===== config.mk =====
export PLATFORM = sky130hd
export DESIGN_NAME = jk_excitation_driver_flat
export DESIGN_NICKNAME = d
export VERILOG_FILES = /design/src/rtl/jk_excitation_driver_if.sv /design/src/rtl/jk_excitation_driver.sv /design/src/flat_wrapper.sv
export SDC_FILE = /design/constraint.sdc
export NUM_CORES = 1
export LEC_CHECK = 0
export CORE_MARGIN = 2
export CORE_UTILIZATION = 49
export DETAILED_ROUTE_END_ITERATION = 16
export PLACE_DENSITY = 0.89
export SLEW_MARGIN = 20
export SYNTH_ARGS = -nofsm -noshare
export SYNTH_HDL_FRONTEND = slang
export SYNTH_SLANG_ARGS = --single-unit
export TNS_END_PERCENT = 20

===== constraint.sdc =====
create_clock -name clk -period 3.9 [get_ports clk]
set_input_delay 0.585 -clock clk [delete_from_list [all_inputs] [get_ports clk]]
set_output_delay 0.585 -clock clk [all_outputs]
set_load 0.01 [all_outputs]

===== src/rtl/jk_excitation_driver_if.sv =====
// rtl/jk_excitation_driver_if.sv - target command handshake between control logic and the J/K driver
interface jk_excitation_driver_if #(
    parameter int W = 4
);
    logic         in_valid;
    logic         in_ready;
    logic [W-1:0] target;

    modport master (
        output in_valid,
        output target,
        input  in_ready
    );

    modport slave (
        input  in_valid,
        input  target,
        output in_ready
    );
endinterface


===== src/rtl/jk_excitation_driver.sv =====
// rtl/jk_excitation_driver.sv - drives J/K pairs of a jkff bank to a target value, verifies, retries
// Optional feature macro: JK_TOGGLE_EN (toggle-code excitation instead of set/reset codes).
module jk_excitation_driver #(
    parameter int W         = 4,
    parameter int MAX_RETRY = 2
) (
    input  logic                   clk,
    input  logic                   reset,
    jk_excitation_driver_if.slave  cmd,
    input  logic [W-1:0]           q_fb,
    output logic [W-1:0]           j,
    output logic [W-1:0]           k,
    output logic                   busy,
    output logic                   done,
    output logic                   err
);
    localparam int RW = (MAX_RETRY > 0) ? $clog2(MAX_RETRY + 1) : 1;

    typedef enum logic [2:0] {
        S_IDLE,
        S_DRIVE,
        S_CHECK,
        S_DONE,
        S_FAIL
    } state_t;

    state_t        state_q;
    logic [W-1:0]  tgt_q;
    logic [RW-1:0] retry_q;
    logic          in_ready_q;
    logic          busy_q;
    logic          done_q;
    logic          err_q;
    logic [W-1:0]  j_d;
    logic [W-1:0]  k_d;

    always_ff @(posedge clk or posedge reset) begin
        if (reset) begin
            state_q    <= S_IDLE;
            tgt_q      <= '0;
            retry_q    <= '0;
            in_ready_q <= 1'b1;
            busy_q     <= 1'b0;
            done_q     <= 1'b0;
            err_q      <= 1'b0;
        end else begin
            done_q <= 1'b0;
            err_q  <= 1'b0;
            case (state_q)
                S_IDLE: begin
                    if (cmd.in_valid) begin
                        tgt_q      <= cmd.target;
                        retry_q    <= '0;
                        state_q    <= S_DRIVE;
                        in_ready_q <= 1'b0;
                        busy_q     <= 1'b1;
                    end
                end
                S_DRIVE: state_q <= S_CHECK;
                S_CHECK: begin
                    if (q_fb == tgt_q) begin
                        state_q <= S_DONE;
                        done_q  <= 1'b1;
                    end else if (retry_q < RW'(MAX_RETRY)) begin
                        retry_q <= retry_q + RW'(1);
                        state_q <= S_DRIVE;
                    end else begin
                        state_q <= S_FAIL;
                        err_q   <= 1'b1;
                    end
                end
                S_DONE, S_FAIL: begin
                    state_q    <= S_IDLE;
                    busy_q     <= 1'b0;
                    in_ready_q <= 1'b1;
                end
                default: begin
                    state_q    <= S_IDLE;
                    busy_q     <= 1'b0;
                    in_ready_q <= 1'b1;
                end
            endcase
        end
    end

    // Excitation uses the live bank value; the bank is stable until the edge that ends DRIVE.
    always_comb begin
        j_d = '0;
        k_d = '0;
        if (state_q == S_DRIVE) begin
`ifdef JK_TOGGLE_EN
            j_d = tgt_q ^ q_fb;
            k_d = tgt_q ^ q_fb;
`else
            j_d = tgt_q & ~q_fb;
            k_d = ~tgt_q & q_fb;
`endif
        end
    end

    assign j            = j_d;
    assign k            = k_d;
    assign busy         = busy_q;
    assign done         = done_q;
    assign err          = err_q;
    assign cmd.in_ready = in_ready_q;
endmodule


===== src/flat_wrapper.sv =====
// flat-port wrapper written by rule: the top's interface ports become plain ports
module jk_excitation_driver_flat 
#(
    parameter int W         = 4,
    parameter int MAX_RETRY = 2
)
  (clk, reset, q_fb, j, k, busy, done, err, cmd_in_valid, cmd_target, cmd_in_ready);
  jk_excitation_driver_if #(.W(W)) cmd_i ();
  input  logic clk;
  input  logic reset;
  input  logic [W-1:0] q_fb;
  output logic [W-1:0] j;
  output logic [W-1:0] k;
  output logic busy;
  output logic done;
  output logic err;
  input wire logic [$bits(cmd_i.in_valid)-1:0] cmd_in_valid;
  input wire logic [$bits(cmd_i.target)-1:0] cmd_target;
  output wire logic [$bits(cmd_i.in_ready)-1:0] cmd_in_ready;
  assign cmd_i.in_valid = cmd_in_valid;
  assign cmd_i.target = cmd_target;
  assign cmd_in_ready = cmd_i.in_ready;
  jk_excitation_driver #(.W(W), .MAX_RETRY(MAX_RETRY)) u_core (.clk(clk), .reset(reset), .cmd(cmd_i), .q_fb(q_fb), .j(j), .k(k), .busy(busy), .done(done), .err(err));
endmodule

# Word-level counts from Yosys, hierarchy flattened
# Index checks and enable logic that the tools add are counted.
# word_totals
register_bits	13
input_bits	11
word_cells	45
out_inout_bits	12
# op_classes
order_cmp	1
n_bitwise	5
eq_ne	6
mux	19
n_reduce_logical	6
n_addsub	1
# ops
operator	count
2-to-1 mux 3 bit	3
one-hot mux 3 bit (3 select lines)	1
AND 4 bit	2
2-to-1 mux 4 bit	2
inverter 4 bit	2
2-to-1 mux 1 bit	7
2-to-1 mux 2 bit	3
== test 4 bit	1
!= test 2 bit (second input constant)	2
one-hot mux 1 bit (2 select lines)	2
one-hot mux 2 bit (2 select lines)	1
AND reduction 2 bit	2
AND reduction 4 bit	1
== test 3 x 1 -> 1 bit (second input constant)	1
== test 3 x 2 -> 1 bit (second input constant)	1
zero test 3 bit	1
adder 2 x 1 -> 2 bit (second input constant)	1
less-than comparator 2 bit (second input constant)	1
!= test 2 x 1 -> 1 bit (second input constant)	1
nonzero test 2 bit	1
OR reduction 2 bit	1
inverter 1 bit	1

# Logic depth before layout (Yosys ltp)
# Gate-level depths: netlist (run 1).
# depth
ltp_word	4
mapped_depth	5
mapped_depth_nobuf	5

# Least setup slack after synthesis (run 1)
# Ideal clock, no wire load.
# synth_path
path_kind	input to register
start	in q_fb[2]
end	reg u_core.retry_q[0]
slack_ns	2.163
required_ns	3.779
path_stages	5
setup_ns	0.121
arrival_time_ns	1.616
n_path_buf	0
cell_sequence	inv_1 -> ha_1 -> a41oi_1 -> mux2_2 -> a22o_1
# synth_between
elab_chain_cells	3
# synth_lines
item	line	source
from (decl)	flat_wrapper.sv:11	input logic [W-1:0] q_fb;
== test 4 bit	jk_excitation_driver.sv:61	if (q_fb == tgt_q) begin
!= test 2 bit (no source line)	-	
AND reduction 4 bit (no source line)	-	
to (signal assigned)	jk_excitation_driver.sv:65	retry_q <= retry_q + RW'(1);
to (decl)	jk_excitation_driver.sv:29	logic [RW-1:0] retry_q;
# Every way passes these cells.
# A chain may end at the register's enable or synchronous reset.

# Final worst setup path (run 1)
# layout_path
start	in q_fb[3]
end	out j[3]
# layout_between
elab_chain_cells	3
# layout_lines
item	line	source
inverter 4 bit	jk_excitation_driver.sv:95	j_d = tgt_q & ~q_fb;
AND 4 bit	jk_excitation_driver.sv:95	
2-to-1 mux 4 bit	jk_excitation_driver.sv:90	if (state_q == S_DRIVE) begin
to (decl)	flat_wrapper.sv:12	output logic [W-1:0] j;
# Every way passes these cells.

==> results.yml, run 1 <==
status:
  outcome: "complete, no violations"
cts:
  h-tree-depth: 1
  cts_buffers: 3
  clock_sinks: 13
  cts_resized: 0
  cts_setup_buffers: 0
  clk_pin_slew_ns: 0.08
  clk_latency_ns: 0.27
  ctsHoldBuffers: 0
  clock-root-buffer: "clkbuf_4"
  cts_tree: "built"
  ctsLongestPathBuffers: 2
floorplanning:
  die_w_um: 43.8
  core_area_sq_mm: 0.00149
  dieArea_sq_mm: 0.00191
  die_h_um: 43.8
  pin_count: 23
  start_util_pct: 52.0
  num_rows: 14
logic_synthesis:
  synth_cells: 72
  synth_top_area_share_pct: 38.8
  syn_area_per_cell_sq_um: 10.8
  synth_area_sq_um: 774
  syn_nets: 91
  synth_warnings: 0
  synthDistinctLibCells: 25
  synth_area_leaders: "dfrtp_1 39%, ha_1 13%, mux2_4 7.8%"
  synth_seq_cells: 13
  synth_top_cell_by_area: "dfrtp_1"
  ys_seq_area_share_pct: 42.2
timing:
  fin_setup_tns_ns: 0
  clock-skew-final_ns: 0.00589
  rsz0062_at_grt: "no"
  finalHoldViolations: 0
  finalSetupViolCount: 0
  final.setup.worst_slack_ns: 1.40
  min_period_over_period_pct: 64.2
  tightest_slew_ns: 0.479
  clock.fmax_mhz: 399
  min_period_ns: 2.50
  slew_headroom_pct: 68.0
  drv_slew: 0
place:
  portBuffers: 22
  dp_hpwl_um: 1080
  routabilityCongestion: 0.763
  dp_cells: 109
  pre_cts_ws_ns: 1.39
  dpl-instance-area_sq_mm: 0.00100
power:
  power.leakage_nw: 0.491
  vdd_drop_max_uv: 371
  powerDensity_mw_per_mm2: 619
setup_path:
  start_kind: "primary input"
  cp_max_fo: 2
  crit_type: "in -> out"
  reg2reg_from: "u_core.tgt_q[0]"
  critPathCaptureType: "output port"
  r2r_end: "u_core.state_q[1]"
  r2r_slack_ns: 2.31
  worstPathRequired_ns: 3.31
  arrival_ns: 1.92
  rr_worst_depth: 4
final_layout:
  n_antenna_cell: 0
  stdcell_count: 113
  fin_nets: 117
  multi_input_area_sq_um: 399
  area_delta_synth_final_pct: 33.0
  finalInstanceArea_sq_mm: 0.00103
  finalCoreUtilization_pct: 69.2
  n_fill_cell: 115
  ff_latch_area_sq_um: 327
  drive_gt1_share_pct: 13.4
route:
  first_iter_violations: 1
  drc: 0
  route.vias.total: 575
  avgViaCountPerCell: 5.09
  routed_wl_um: 1370
  wl_per_cell_um: 12.1
  drt_pass1_iterations: 2
  ant_nets: 0
global_route:
  grt_pass1_wl_um: 2470
  gr-usage-all-layers_pct: 17.3
  antenna_found_initial: 0
  grt_pass1_vias: 570
  grt-ovfl-total: 0
  grt_start_max_net_pins: 14
hold_path:
  hold_depth: 1
  hold_path_end: "u_core.state_q[0]"
  worstHoldStart: "u_core.retry_q[1]"
  hold_path_class: "reg -> reg"
run:
  maxCapViolations: 0
-- layout by cell type (no fill, tap or decap) --
master           instances
a22o_1                   2
dfrtp_1                 12
nor2_1                   5
a41oi_1                  1
ha_1                     8
o21bai_1                 1
clkbuf_4                 3
nor3_1                   1
nand2_1                  3
a31oi_1                  1
a31o_1                   1
nand2b_4                 1
dfstp_2                  1
nand2b_1                 1
o21ba_1                  1
mux2_2                   1
clkbuf_1                 1
mux2_4                   4
a21oi_1                  3
o21ai_0                  1
nand4_1                  1
nor3_4                   1
or3b_1                   1
clkdlybuf4s50_1         22
nor2_2                   2
inv_1                   10
and2_1                   8
-- worst max-delay path by stage --
stage | start | endpoint | slack, ns | depth (start not counted)
2_1_floorplan | q_fb[2] | u_core.retry_q[0] | 2.16 | 5
4_1_cts | q_fb[3] | j[3] | 1.38 | 5
5_1_grt | u_core.state_q[1] | k[3] | 1.27 | 4
3_3_place_gp | q_fb[0] | j[0] | 1.43 | 5
6_report | q_fb[3] | j[3] | 1.40 | 5
3_5_place_dp | q_fb[3] | j[3] | 1.39 | 5
-- logic make-up (layout without fill, tap and decap cells) --
family | count (synthesis) | count (layout) | share of synthesized area (%)
compound gates | 11 | 11 | 10.2
mux | 5 | 5 | 9.21
fa+ha+maj | 8 | 8 | 12.9
simple gates | 24 | 24 | 19.2
buf+inv | 11 | 36 | 6.30
flops | 13 | 13 | 42.2
-- Yosys cell counts, drive strengths merged --
| master | instances |
|---|---|
| a21oi | 3 |
| a22o | 2 |
| a31o | 1 |
| a31oi | 1 |
| a41oi | 1 |
| and2 | 8 |
| buf | 1 |
| dfrtp | 12 |
| dfstp | 1 |
| ha | 8 |
| inv | 10 |
| mux2 | 5 |
| nand2 | 3 |
| nand2b | 2 |
| nand4 | 1 |
| nor2 | 7 |
| nor3 | 2 |
| o21ai | 1 |
| o21ba | 1 |
| o21bai | 1 |
| or3b | 1 |
-- power by group --
| group | leakage (nW) | internal, mW | total (mW) | switching [mW] |
|---|---|---|---|---|
| combinational | 0.316 | 0.180 | 0.306 | 0.126 |
| clock | 0.0150 | 0.0396 | 0.0807 | 0.0411 |
| sequential | 0.160 | 0.190 | 0.251 | 0.0603 |
-- final cells by class --
cell class                 instances  area share, %
inverter                          10           3.65
sequential                        13           31.7
tap                               16           1.94
multi-input combinational         48           38.8
clock buffer                       4           2.55
timing repair buffer              22           21.4
-- state kept, by name (all words and copies together) (netlist names) --
signal and flops:
u_core.tgt_q 4, u_core.err 1, u_core.retry_q 2, u_core.busy 1, u_core.cmd.in_ready 1, u_core.state_q 3
u_core.done 1
-- critical path, cell delays in order --
cell	delay [ns]
clkdlybuf4s50_1	0.50
inv_1	0.05
ha_1	0.18
and2_1	0.13
clkdlybuf4s50_1	0.47
-- through the flow --
step,power (mW),hold slack [ns]
after floorplan,0.461,0.461
after global placement,0.548,0.522
after detailed placement,0.562,0.530
after CTS,0.644,0.536
after global routing,0.699,0.564
final,0.637,0.540
-- routing by layer --
metal	vias up	part of all wire (%)	GRT usage (%)
met5	-	0	0
met1	262	42	22.5
met2	20	50	29.4
met4	0	1.7	7.27
li1	289	-	-
met3	4	6.4	1.67
Note: power is estimated with default switching activity, not from simulation.
==> run 2: changes to the inputs <==
CORE_UTILIZATION = 41   (was 49)
PLACE_DENSITY = 0.8   (was 0.89)
clock period = 2.3 ns   (was 3.9 ns; I/O delays follow)
==> results.yml, run 2 (same netlist as run 1, synthesis figures left out) <==
status:
  outcome: "complete, no violations"
timing:
  min_period_over_period_pct: 94.4
  tightest_slew_ns: 0.486
  finalHoldViolations: 0
  clock.fmax_mhz: 460
  finalSetupViolCount: 0
  clock-skew-final_ns: 0.00247
  drv_slew: 0
  fin_setup_tns_ns: 0
  rsz0062_at_grt: "no"
  slew_headroom_pct: 67.5
  min_period_ns: 2.17
final_layout:
  final_common_cell: "clkdlybuf4s50_1"
  fin_nets: 117
  area_delta_synth_final_pct: 35.1
  drive_gt1_share_pct: 13.4
  regMostFlops: "u_core.tgt_q"
  n_fill_cell: 150
  stdcell_count: 122
  ff_latch_area_sq_um: 327
  n_antenna_cell: 0
  multi_input_area_sq_um: 404
  reg_top3: "u_core.tgt_q (4), u_core.state_q (3), u_core.retry_q (2)"
  mostFrequentLayoutCells: "22 x clkdlybuf4s50_1, 12 x dfrtp_1, 10 x inv_1"
  largest_reg_flops: 4
route:
  ant_nets: 0
  routed_wl_um: 1310
  route.vias.total: 576
  avgViaCountPerCell: 4.72
  wl_per_cell_um: 10.8
  drt_pass1_iterations: 3
  first_iter_violations: 2
  drc: 0
global_route:
  gr-usage-all-layers_pct: 14.1
  grt_start_max_net_pins: 14
  grt_pass1_vias: 559
  grt_pass1_wl_um: 2190
  grt-ovfl-total: 0
  antenna_found_initial: 0
power:
  power.leakage_nw: 0.492
  vdd_drop_max_uv: 521
  powerDensity_mw_per_mm2: 1030
place:
  dp_hpwl_um: 1050
  portBuffers: 22
  routabilityCongestion: 0.772
  dp_cells: 118
cts:
  clock-root-buffer: "clkbuf_4"
  cts_tree: "built"
  ctsLongestPathBuffers: 2
  ctsHoldBuffers: 0
  clk_latency_ns: 0.27
  h-tree-depth: 1
  cts_buffers: 3
  clock_sinks: 13
  clk_pin_slew_ns: 0.07
setup_path:
  arrival_ns: 1.83
  start_kind: "flop"
  worstPathRequired_ns: 1.96
  crit_type: "reg -> out"
  critPathCaptureType: "output port"
  cp_max_fo: 10
  rr_worst_depth: 4
  r2r_slack_ns: 0.75
floorplanning:
  dieArea_sq_mm: 0.00225
  start_util_pct: 44.4
  die_w_um: 47.5
  die_h_um: 47.5
  core_area_sq_mm: 0.00175
  pin_count: 23
  num_rows: 15
run:
  maxCapViolations: 0
hold_path:
  hold_path_class: "in -> async"
## run 2: cell types whose count changed in the layout (fill, tap and decap cells not counted)
cell / change
nor2_2: -1
nor2_4: +1
## run 2: worst max-delay path: stages (launching register included)
cell,delay (ns)
dfrtp_1,0.48
nand2b_1,0.24
nor2_4,0.16
and2_1,0.14
clkdlybuf4s50_1,0.53
## run 2: power by group
group	internal, mW	switching (mW)
combinational	0.305	0.213
clock	0.0672	0.0690
sequential	0.323	0.104
total	0.695	0.386
## run 2: cell type report
class | count | area share (%)
clock buffer | 4 | 2.51
inverter | 10 | 3.59
timing repair buffer | 22 | 21.1
tap | 25 | 2.99
sequential | 13 | 31.2
multi-input combinational | 48 | 38.6
## run 2: through the flow
| step | setup WS (ns) | utilization (%) | hold WS [ns] | area [sq um] | power (mW) |
|---|---|---|---|---|---|
| final | 0.128 | 59.9 | 0.385 | 1050 | 1.08 |
| after global routing | 0.00320 | 59.9 | 0.431 | 1050 | 1.18 |
| after CTS | 0.0644 | 59.6 | 0.404 | 1040 | 1.09 |
| after detailed placement | 0.260 | 58.1 | 0.525 | 1010 | 0.948 |
| after global placement | 0.270 | 58.1 | 0.527 | 1010 | 0.934 |
| after floorplan | 0.803 | - | 0.221 | 774 | 0.781 |
## run 2: layer usage
| metal | GRT usage (%) | part of all wire, % |
|---|---|---|
| met3 | 2.26 | 5.0 |
| met5 | 0 | 0 |
| met4 | 6.67 | 1.1 |
| met2 | 24.3 | 47 |
| met1 | 17.1 | 47 |
## run 2: timing repair
item / CTS / global route
hold endpoints to repair: 0 / 0
endpoints found under the setup margin: 0 / 8
setup buffers: 0 / 0
gates resized for setup: 0 / 1
## run 2: worst paths after layout
check | from | end
min reg2reg | u_core.tgt_q[3] | u_core.tgt_q[3]
max | u_core.state_q[1] | j[1]
max reg2reg | u_core.tgt_q[0] | u_core.state_q[1]
min | reset | u_core.tgt_q[0]
min in group clk | u_core.tgt_q[3] | u_core.tgt_q[3]
max in group asynchronous | reset | u_core.cmd.in_ready
==> run 3: changes to the inputs <==
CTS_CLUSTER_SIZE = 28   (was not set)
==> results of run 3 <==
Final layout, timing and power as in run 2 (identical DEF).
